<file path="config.mk">
export PLATFORM = sky130hd
export DESIGN_NAME = uart_bus_master_flat
export DESIGN_NICKNAME = d
export VERILOG_FILES = /design/src/rtl/uart_bus_master_if.sv /design/src/rtl/uart_bus_master.sv /design/src/flat_wrapper.sv
export SDC_FILE = /design/constraint.sdc
export NUM_CORES = 1
export LEC_CHECK = 0
export CAP_MARGIN = 20
export CORE_MARGIN = 2
export CORE_UTILIZATION = 61
export DETAILED_ROUTE_END_ITERATION = 16
export GPL_TIMING_DRIVEN = 0
export PLACE_DENSITY = 0.82
export SLEW_MARGIN = 10
export SYNTH_ARGS = -nofsm -noshare
export SYNTH_HDL_FRONTEND = slang
export SYNTH_SLANG_ARGS = --single-unit
</file>
<file path="constraint.sdc">
create_clock -name clk -period 5.2 [get_ports clk]
set_input_delay 1.04 -clock clk [delete_from_list [all_inputs] [get_ports clk]]
set_output_delay 1.04 -clock clk [all_outputs]
set_load 0.005 [all_outputs]
</file>
<file path="src/rtl/uart_bus_master_if.sv">
// Single-word valid/ready memory bus between one initiator and its responders.
interface uart_bus_master_if;
  logic        valid;
  logic        ready;
  logic [3:0]  wstrb;
  logic [31:0] addr;
  logic [31:0] wdata;
  logic [31:0] rdata;

  modport master (output valid, wstrb, addr, wdata, input ready, rdata);
  modport slave  (input valid, wstrb, addr, wdata, output ready, rdata);
endinterface

</file>
<file path="src/rtl/uart_bus_master.sv">
// UART (8N1) debug bridge: host command frames become single-word bus
// reads/writes; ACK, NAK or read data are returned on tx.
module uart_bus_master #(
  parameter int unsigned CLKDIV  = 104,
  parameter int unsigned TIMEOUT = 1024
) (
  input  logic                   clk,
  input  logic                   resetn,
  input  logic                   rx,
  output logic                   tx,
  output logic                   busy,
  uart_bus_master_if.master      bus
);

  localparam logic [15:0] DIV_LAST  = 16'(CLKDIV - 1);
  localparam logic [15:0] HALF_LAST = 16'(CLKDIV / 2 - 1);
  localparam logic [15:0] TO_LAST   = 16'(TIMEOUT - 1);
  localparam logic [7:0]  ACK = 8'h06;
  localparam logic [7:0]  NAK = 8'h15;

  localparam logic [2:0] S_IDLE = 3'd0, S_ADDR = 3'd1, S_DATA = 3'd2,
                         S_BUS  = 3'd3, S_RESP = 3'd4;
  localparam logic [1:0] RX_IDLE = 2'd0, RX_START = 2'd1,
                         RX_DATA = 2'd2, RX_STOP  = 2'd3;

  // ---------------- receiver ----------------
  logic       rx_meta, rx_sync, rx_d;
  logic [1:0] rx_st;
  logic [15:0] rx_cnt;
  logic [2:0] rx_bitn;
  logic [7:0] rx_byte;
  logic       rx_done, rx_ferr;

  always_ff @(posedge clk or negedge resetn) begin
    if (!resetn) begin
      rx_meta <= 1'b1;
      rx_sync <= 1'b1;
      rx_d    <= 1'b1;
      rx_st   <= RX_IDLE;
      rx_cnt  <= '0;
      rx_bitn <= '0;
      rx_byte <= '0;
      rx_done <= 1'b0;
      rx_ferr <= 1'b0;
    end else begin
      rx_meta <= rx;
      rx_sync <= rx_meta;
      rx_d    <= rx_sync;
      rx_done <= 1'b0;
      case (rx_st)
        RX_IDLE:
          if (!rx_sync && rx_d) begin
            rx_st  <= RX_START;
            rx_cnt <= '0;
          end
        RX_START:
          if (rx_cnt == HALF_LAST) begin
            rx_cnt  <= '0;
            rx_bitn <= '0;
            rx_st   <= rx_sync ? RX_IDLE : RX_DATA;
          end else rx_cnt <= rx_cnt + 16'd1;
        RX_DATA:
          if (rx_cnt == DIV_LAST) begin
            rx_cnt  <= '0;
            rx_byte <= {rx_sync, rx_byte[7:1]};
            if (rx_bitn == 3'd7) rx_st <= RX_STOP;
            else rx_bitn <= rx_bitn + 3'd1;
          end else rx_cnt <= rx_cnt + 16'd1;
        default:
          if (rx_cnt == DIV_LAST) begin
            rx_cnt  <= '0;
            rx_done <= 1'b1;
            rx_ferr <= !rx_sync;
            rx_st   <= RX_IDLE;
          end else rx_cnt <= rx_cnt + 16'd1;
      endcase
    end
  end

  // ---------------- transmitter ----------------
  logic        tx_req;
  logic [31:0] tx_req_data;
  logic [1:0]  tx_req_extra;
  logic        tx_act;
  logic [9:0]  tx_shift;
  logic [23:0] tx_pend;
  logic [1:0]  tx_left;
  logic [3:0]  tx_bitn;
  logic [15:0] tx_cnt;
  logic        tx_done;

  // Queued bytes reload straight from the stop bit so replies carry no idle gap.
  assign tx_done = tx_act && (tx_cnt == DIV_LAST) && (tx_bitn == 4'd9) && (tx_left == 2'd0);
  assign tx      = tx_shift[0];

  always_ff @(posedge clk or negedge resetn) begin
    if (!resetn) begin
      tx_act   <= 1'b0;
      tx_shift <= '1;
      tx_pend  <= '0;
      tx_left  <= '0;
      tx_bitn  <= '0;
      tx_cnt   <= '0;
    end else if (!tx_act) begin
      if (tx_req) begin
        tx_act   <= 1'b1;
        tx_shift <= {1'b1, tx_req_data[7:0], 1'b0};
        tx_pend  <= tx_req_data[31:8];
        tx_left  <= tx_req_extra;
        tx_bitn  <= '0;
        tx_cnt   <= '0;
      end
    end else if (tx_cnt == DIV_LAST) begin
      tx_cnt <= '0;
      if (tx_bitn == 4'd9) begin
        tx_bitn <= '0;
        if (tx_left != 2'd0) begin
          tx_shift <= {1'b1, tx_pend[7:0], 1'b0};
          tx_pend  <= {8'h00, tx_pend[23:8]};
          tx_left  <= tx_left - 2'd1;
        end else begin
          tx_act   <= 1'b0;
          tx_shift <= '1;
        end
      end else begin
        tx_shift <= {1'b1, tx_shift[9:1]};
        tx_bitn  <= tx_bitn + 4'd1;
      end
    end else tx_cnt <= tx_cnt + 16'd1;
  end

  // ---------------- command / bus FSM ----------------
  logic [2:0]  state;
  logic        is_write;
  logic [1:0]  byte_cnt;
  logic        valid_q;
  logic [3:0]  wstrb_q;
  logic [31:0] addr_q, wdata_q;
  logic [15:0] to_cnt;
  logic        busy_q;

  assign bus.valid = valid_q;
  assign bus.wstrb = wstrb_q;
  assign bus.addr  = addr_q;
  assign bus.wdata = wdata_q;
  assign busy      = busy_q;

  always_ff @(posedge clk or negedge resetn) begin
    if (!resetn) begin
      state        <= S_IDLE;
      is_write     <= 1'b0;
      byte_cnt     <= '0;
      valid_q      <= 1'b0;
      wstrb_q      <= '0;
      addr_q       <= '0;
      wdata_q      <= '0;
      to_cnt       <= '0;
      busy_q       <= 1'b0;
      tx_req       <= 1'b0;
      tx_req_data  <= '0;
      tx_req_extra <= '0;
    end else begin
      tx_req <= 1'b0;
      if (tx_done) busy_q <= 1'b0;
      case (state)
        S_IDLE:
          if (rx_done) begin
            if (!rx_ferr && (rx_byte == 8'h57 || rx_byte == 8'h52)) begin
              is_write <= (rx_byte == 8'h57);
              byte_cnt <= '0;
              state    <= S_ADDR;
            end else begin
              tx_req       <= 1'b1;
              tx_req_data  <= {24'h0, NAK};
              tx_req_extra <= '0;
            end
          end
        S_ADDR, S_DATA:
          if (rx_done) begin
            if (rx_ferr) begin
              state        <= S_IDLE;
              tx_req       <= 1'b1;
              tx_req_data  <= {24'h0, NAK};
              tx_req_extra <= '0;
            end else begin
              if (state == S_ADDR) begin
                addr_q <= {rx_byte, addr_q[31:8]};
                if (byte_cnt == 2'd0) busy_q <= 1'b1;
              end else wdata_q <= {rx_byte, wdata_q[31:8]};
              byte_cnt <= byte_cnt + 2'd1;
              if (byte_cnt == 2'd3) begin
                if (state == S_ADDR && is_write) state <= S_DATA;
                else begin
                  state   <= S_BUS;
                  valid_q <= 1'b1;
                  wstrb_q <= is_write ? 4'hF : 4'h0;
                  to_cnt  <= '0;
                end
              end
            end
          end
        S_BUS:
          if (valid_q && bus.ready) begin
            valid_q      <= 1'b0;
            wstrb_q      <= '0;
            tx_req       <= 1'b1;
            tx_req_data  <= is_write ? {24'h0, ACK} : bus.rdata;
            tx_req_extra <= is_write ? 2'd0 : 2'd3;
            state        <= S_RESP;
          end else if (to_cnt == TO_LAST) begin
            valid_q      <= 1'b0;
            wstrb_q      <= '0;
            tx_req       <= 1'b1;
            tx_req_data  <= {24'h0, NAK};
            tx_req_extra <= '0;
            state        <= S_RESP;
          end else to_cnt <= to_cnt + 16'd1;
        S_RESP:
          if (tx_done) state <= S_IDLE;
        default: state <= S_IDLE;
      endcase
    end
  end

endmodule

</file>
<file path="src/flat_wrapper.sv">
// flat-port wrapper written by rule: the top's interface ports become plain ports
module uart_bus_master_flat 
#(
  parameter int unsigned CLKDIV  = 104,
  parameter int unsigned TIMEOUT = 1024
)
  (clk, resetn, rx, tx, busy, bus_valid, bus_wstrb, bus_addr, bus_wdata, bus_ready, bus_rdata);
  uart_bus_master_if bus_i ();
  input  logic clk;
  input  logic resetn;
  input  logic rx;
  output logic tx;
  output logic busy;
  output wire logic [$bits(bus_i.valid)-1:0] bus_valid;
  output wire logic [$bits(bus_i.wstrb)-1:0] bus_wstrb;
  output wire logic [$bits(bus_i.addr)-1:0] bus_addr;
  output wire logic [$bits(bus_i.wdata)-1:0] bus_wdata;
  input wire logic [$bits(bus_i.ready)-1:0] bus_ready;
  input wire logic [$bits(bus_i.rdata)-1:0] bus_rdata;
  assign bus_valid = bus_i.valid;
  assign bus_wstrb = bus_i.wstrb;
  assign bus_addr = bus_i.addr;
  assign bus_wdata = bus_i.wdata;
  assign bus_i.ready = bus_ready;
  assign bus_i.rdata = bus_rdata;
  uart_bus_master #(.CLKDIV(CLKDIV), .TIMEOUT(TIMEOUT)) u_core (.clk(clk), .resetn(resetn), .rx(rx), .tx(tx), .busy(busy), .bus(bus_i));
endmodule
</file>
==> summary.txt <==
Setup path
  – Worst EP required: 5.63 ns
  – Buf+Inv Stages, Crit Path: 3
  – Cell at the slowest stage of the critical path: clkdlybuf4s50_1
  – Critical Path Fanout Max: 10
  – CP startpoint: bus_ready
  – CP delay by family, top: buffers and inverters
  – RR Startpoint: u_core.rx_byte[3]
  – CP cell instances: clkdlybuf4s50_1, nand2_1, o21bai_1, nand2b_1, clkbuf_1, clkbuf_1, o21ai_0, a21oi_1
  – Endpoint class of the critical path: register
  – Max incr delay on CP: 0.45 ns
  – CP Class: in -> reg
  – Crit path top cell by count: clkbuf_1
  – Startpoint types: input port
  – Crit path DAT: 3.06 ns

Global route
  – First-pass GRT wire length: 35400 microns
  – Overall Global Routing Usage: 26.1%
  – Gr ovfl total: 0
  – Vias in the first global route: 7061
  – Number of antenna violations at the first check in global routing: 0
  – Largest net degree at the start of global routing: 90

Synthesis
  – Async S/R FF share, synth: 100%
  – Post-Syn Nets: 892
  – Mean Syn Cell Area: 11.4 sq um
  – Synth Cell Area: 9610 sq um
  – Most numerous cell in the Yosys netlist: dfrtp_1
  – Synth Register Bits: 213
  – Post-synth top area cell: dfrtp_1
  – Ranking of synthesized cells by area: dfrtp_1 52%, mux2_2 8.3%, a22o_1 3.6%, dfstp_2 3.3%, o21ai_0 2.6%
  – Number of flops mapped to enable cells by yosys: 0
  – Sequential share of the synthesized area: 55.6%
  – Synthesized instance count: 846
  – Most frequent cells after synthesis: 201 x dfrtp_1, 71 x mux2_2, 57 x nand2_1
  – Synth unique cells: 69
  – Ys flop type: dfrtp_1
  – Synthesis Warnings: 0
  – Synth top area share: 52.3%

Cells and area
  – Fin area: 11700 sq um
  – Register Area: 5350 sq um
  – Fill cells: 1043
  – Area delta synth->final: 22.0%
  – Multi-input combinational cell area: 3940 sq um
  – Post-layout util: 76.5%
  – Layout cells sized above 1: 14.8%
  – Layout Nets: 1025
  – # diodes: 0

Clock network
  – Clock slew at reported path FFs: 0.06 ns
  – CTS tree: built
  – # resized after CTS: 0
  – Hold Buf Count CTS: 0
  – Clock Path Buffers: 3
  – Cts bufs inserted: 23
  – Root Buffer Master: clkbuf_16
  – H-tree levels: 1
  – Clock insertion delay at the later pin of the skew report: 0.51 ns
  – Clock sinks: 213
  – Post-CTS setup-driven buffer insertion count: 0

STA
  – RSZ-0062 raised after global routing: false
  – Fin. max-slew vios: 0
  – F_max: 0.379 GHz
  – Post-route minimum period: 2.64 ns
  – Clock Skew: 0.0135 ns
  – Slew headroom: 29.5%
  – Finish-stage setup viols: 0
  – Final hold vios: 0
  – Final worst-path cycle share: 50.7%
  – Worst slew pin tran: 1.05 ns

Detailed routing
  – Post-DRT Antenna Nets: 0
  – Vias: 7242
  – Via-to-Cell Ratio: 6.00
  – Detail-routed net length per standard cell: 17.8 microns
  – DRT Pass-1 Iters: 5
  – Total wire length: 21500 microns
  – Remaining DRCs: 0
  – Initial DRC count: 499

Floorplanning
  – Core area: 15300 sq um
  – Starting Density: 62.7%
  – Die area: 16800 sq um
  – Die width: 130 microns
  – Number of top-level pins: 107
  – Height of the die: 130 microns
  – Row cnt: 45

Placement
  – PortBufs: 106
  – Post-placement cell area: 11000 sq um
  – Global placement routability congestion: 0.847
  – DP Wirelength: 14500 microns

Power and ir drop
  – P per Cell Area: 293 nW/um^2
  – Static Leak: 5.34 nW
  – VDD IR max: 0.320 mV
  – Pwr Total: 3.43 mW

Run
  – Max-cap viol count: 0

Status
  – Status: finished clean

Min path
  – Min-delay src: u_core.rx_meta
  – Worst Hold Class: reg -> reg
worst paths after layout:
| path | end | slack [ns] | cells after the start |
|---|---|---|---|
| worst max-delay path | u_core.to_cnt[5] | 2.56 | 8 |
| worst min-delay path | u_core.rx_sync | 0.36 | 0 |
| worst max register to register | u_core.tx_req_data[28] | 2.67 | 5 |
| worst min register to register | u_core.rx_sync | 0.36 | 0 |
| max in group asynchronous | u_core.rx_meta | 3.97 | 2 |
| min in group asynchronous | u_core.to_cnt[7] | 0.45 | 1 |
metal layers:
layer	share of wire [%]	global-route usage, %	wire (microns)
met1	45	36.9	9720
met2	48	42.5	10300
met3	5.5	5.45	1190
met4	1.3	5.63	279
met5	0	0	0
worst reg2reg max path, cell delays in order, from the launching register on:
cell and delay, ns:
dfrtp_1 0.42, nor4bb_1 0.46, nand3_1 0.28, a311oi_1 0.53, clkbuf_1 0.51, a22o_1 0.25
through the flow:
step	setup slack [ns]	cells	hold WS, ns	TNS (ns)
2_1_floorplan	2.91	846	0.345	0
3_3_place_gp	-5.69	1163	0.346	-1174.82
3_5_place_dp	2.08	1165	0.351	0
4_1_cts	2.56	1207	0.360	0
5_1_grt	2.39	1207	0.372	0
6_report	2.56	1207	0.358	0
final cells by class:
type,count,area share [%]
timing repair buffer,108,9.57
buffer,50,2.19
clock buffer,38,5.65
sequential,213,45.6
inverter,19,0.609
tap,211,2.25
multi-input combinational,564,33.6
clock inverter,4,0.544
state kept, by name (all words and copies together), names as in the netlist, 3 cells and up:
signal and flops:
u_core.to_cnt 16, u_core.bus.addr 32, u_core.rx_cnt 16, u_core.bus.wdata 32, u_core.tx_cnt 16, u_core.tx_shift 9, u_core.tx_pend 24, u_core.rx_byte 8
u_core.tx_bitn 4, u_core.rx_bitn 3, u_core.tx_req_data 32, u_core.state 3
logic make-up (layout without fill, tap and decap cells):
kind of cell | Yosys count | after routing | share of synthesized area [%]
muxes | 90 | 90 | 10.3
buffers and inverters | 69 | 219 | 3.41
xor gates and xnor gates | 14 | 14 | 1.28
DFF | 213 | 213 | 55.6
adders and majority gates | 10 | 10 | 1.30
and+or+nand+nor | 239 | 239 | 13.2
AOI/OAI and AO/OA | 211 | 211 | 14.8
cell usage in the layout (no fill, tap or decap), types with 6 or more instances in the layout:
| master | netlist | final |
|---|---|---|
| dfrtp_1 | 201 | 201 |
| clkdlybuf4s50_1 | 0 | 105 |
| mux2_2 | 71 | 71 |
| nand2_1 | 57 | 57 |
| nor2_1 | 49 | 49 |
| o21ai_0 | 49 | 49 |
| clkbuf_1 | 34 | 46 |
| a22o_1 | 40 | 40 |
| a31oi_1 | 31 | 31 |
| a21oi_1 | 29 | 29 |
| nand3_1 | 24 | 24 |
| clkbuf_16 | 0 | 23 |
| mux2i_1 | 19 | 19 |
| inv_1 | 18 | 18 |
| nand4_1 | 15 | 15 |
| o211ai_1 | 13 | 13 |
| o31ai_1 | 12 | 12 |
| dfstp_2 | 12 | 12 |
| nor3_1 | 11 | 11 |
| or3_1 | 11 | 11 |
| ha_1 | 10 | 10 |
| or4_1 | 9 | 9 |
| xor2_1 | 9 | 9 |
| nand2b_1 | 8 | 8 |
| and3_1 | 7 | 7 |
| buf_2 | 6 | 6 |
| and4_1 | 6 | 6 |
| nor4_1 | 6 | 6 |
| and2_1 | 6 | 6 |
where the power goes:
part / internal (mW) / leakage (nW) / switching (mW)
Sequential: 1.68 / 2.88 / 0.0237
Clock: 0.925 / 0.352 / 0.646
Combinational: 0.0677 / 2.11 / 0.0891
Power figures use the tool's default switching activity.
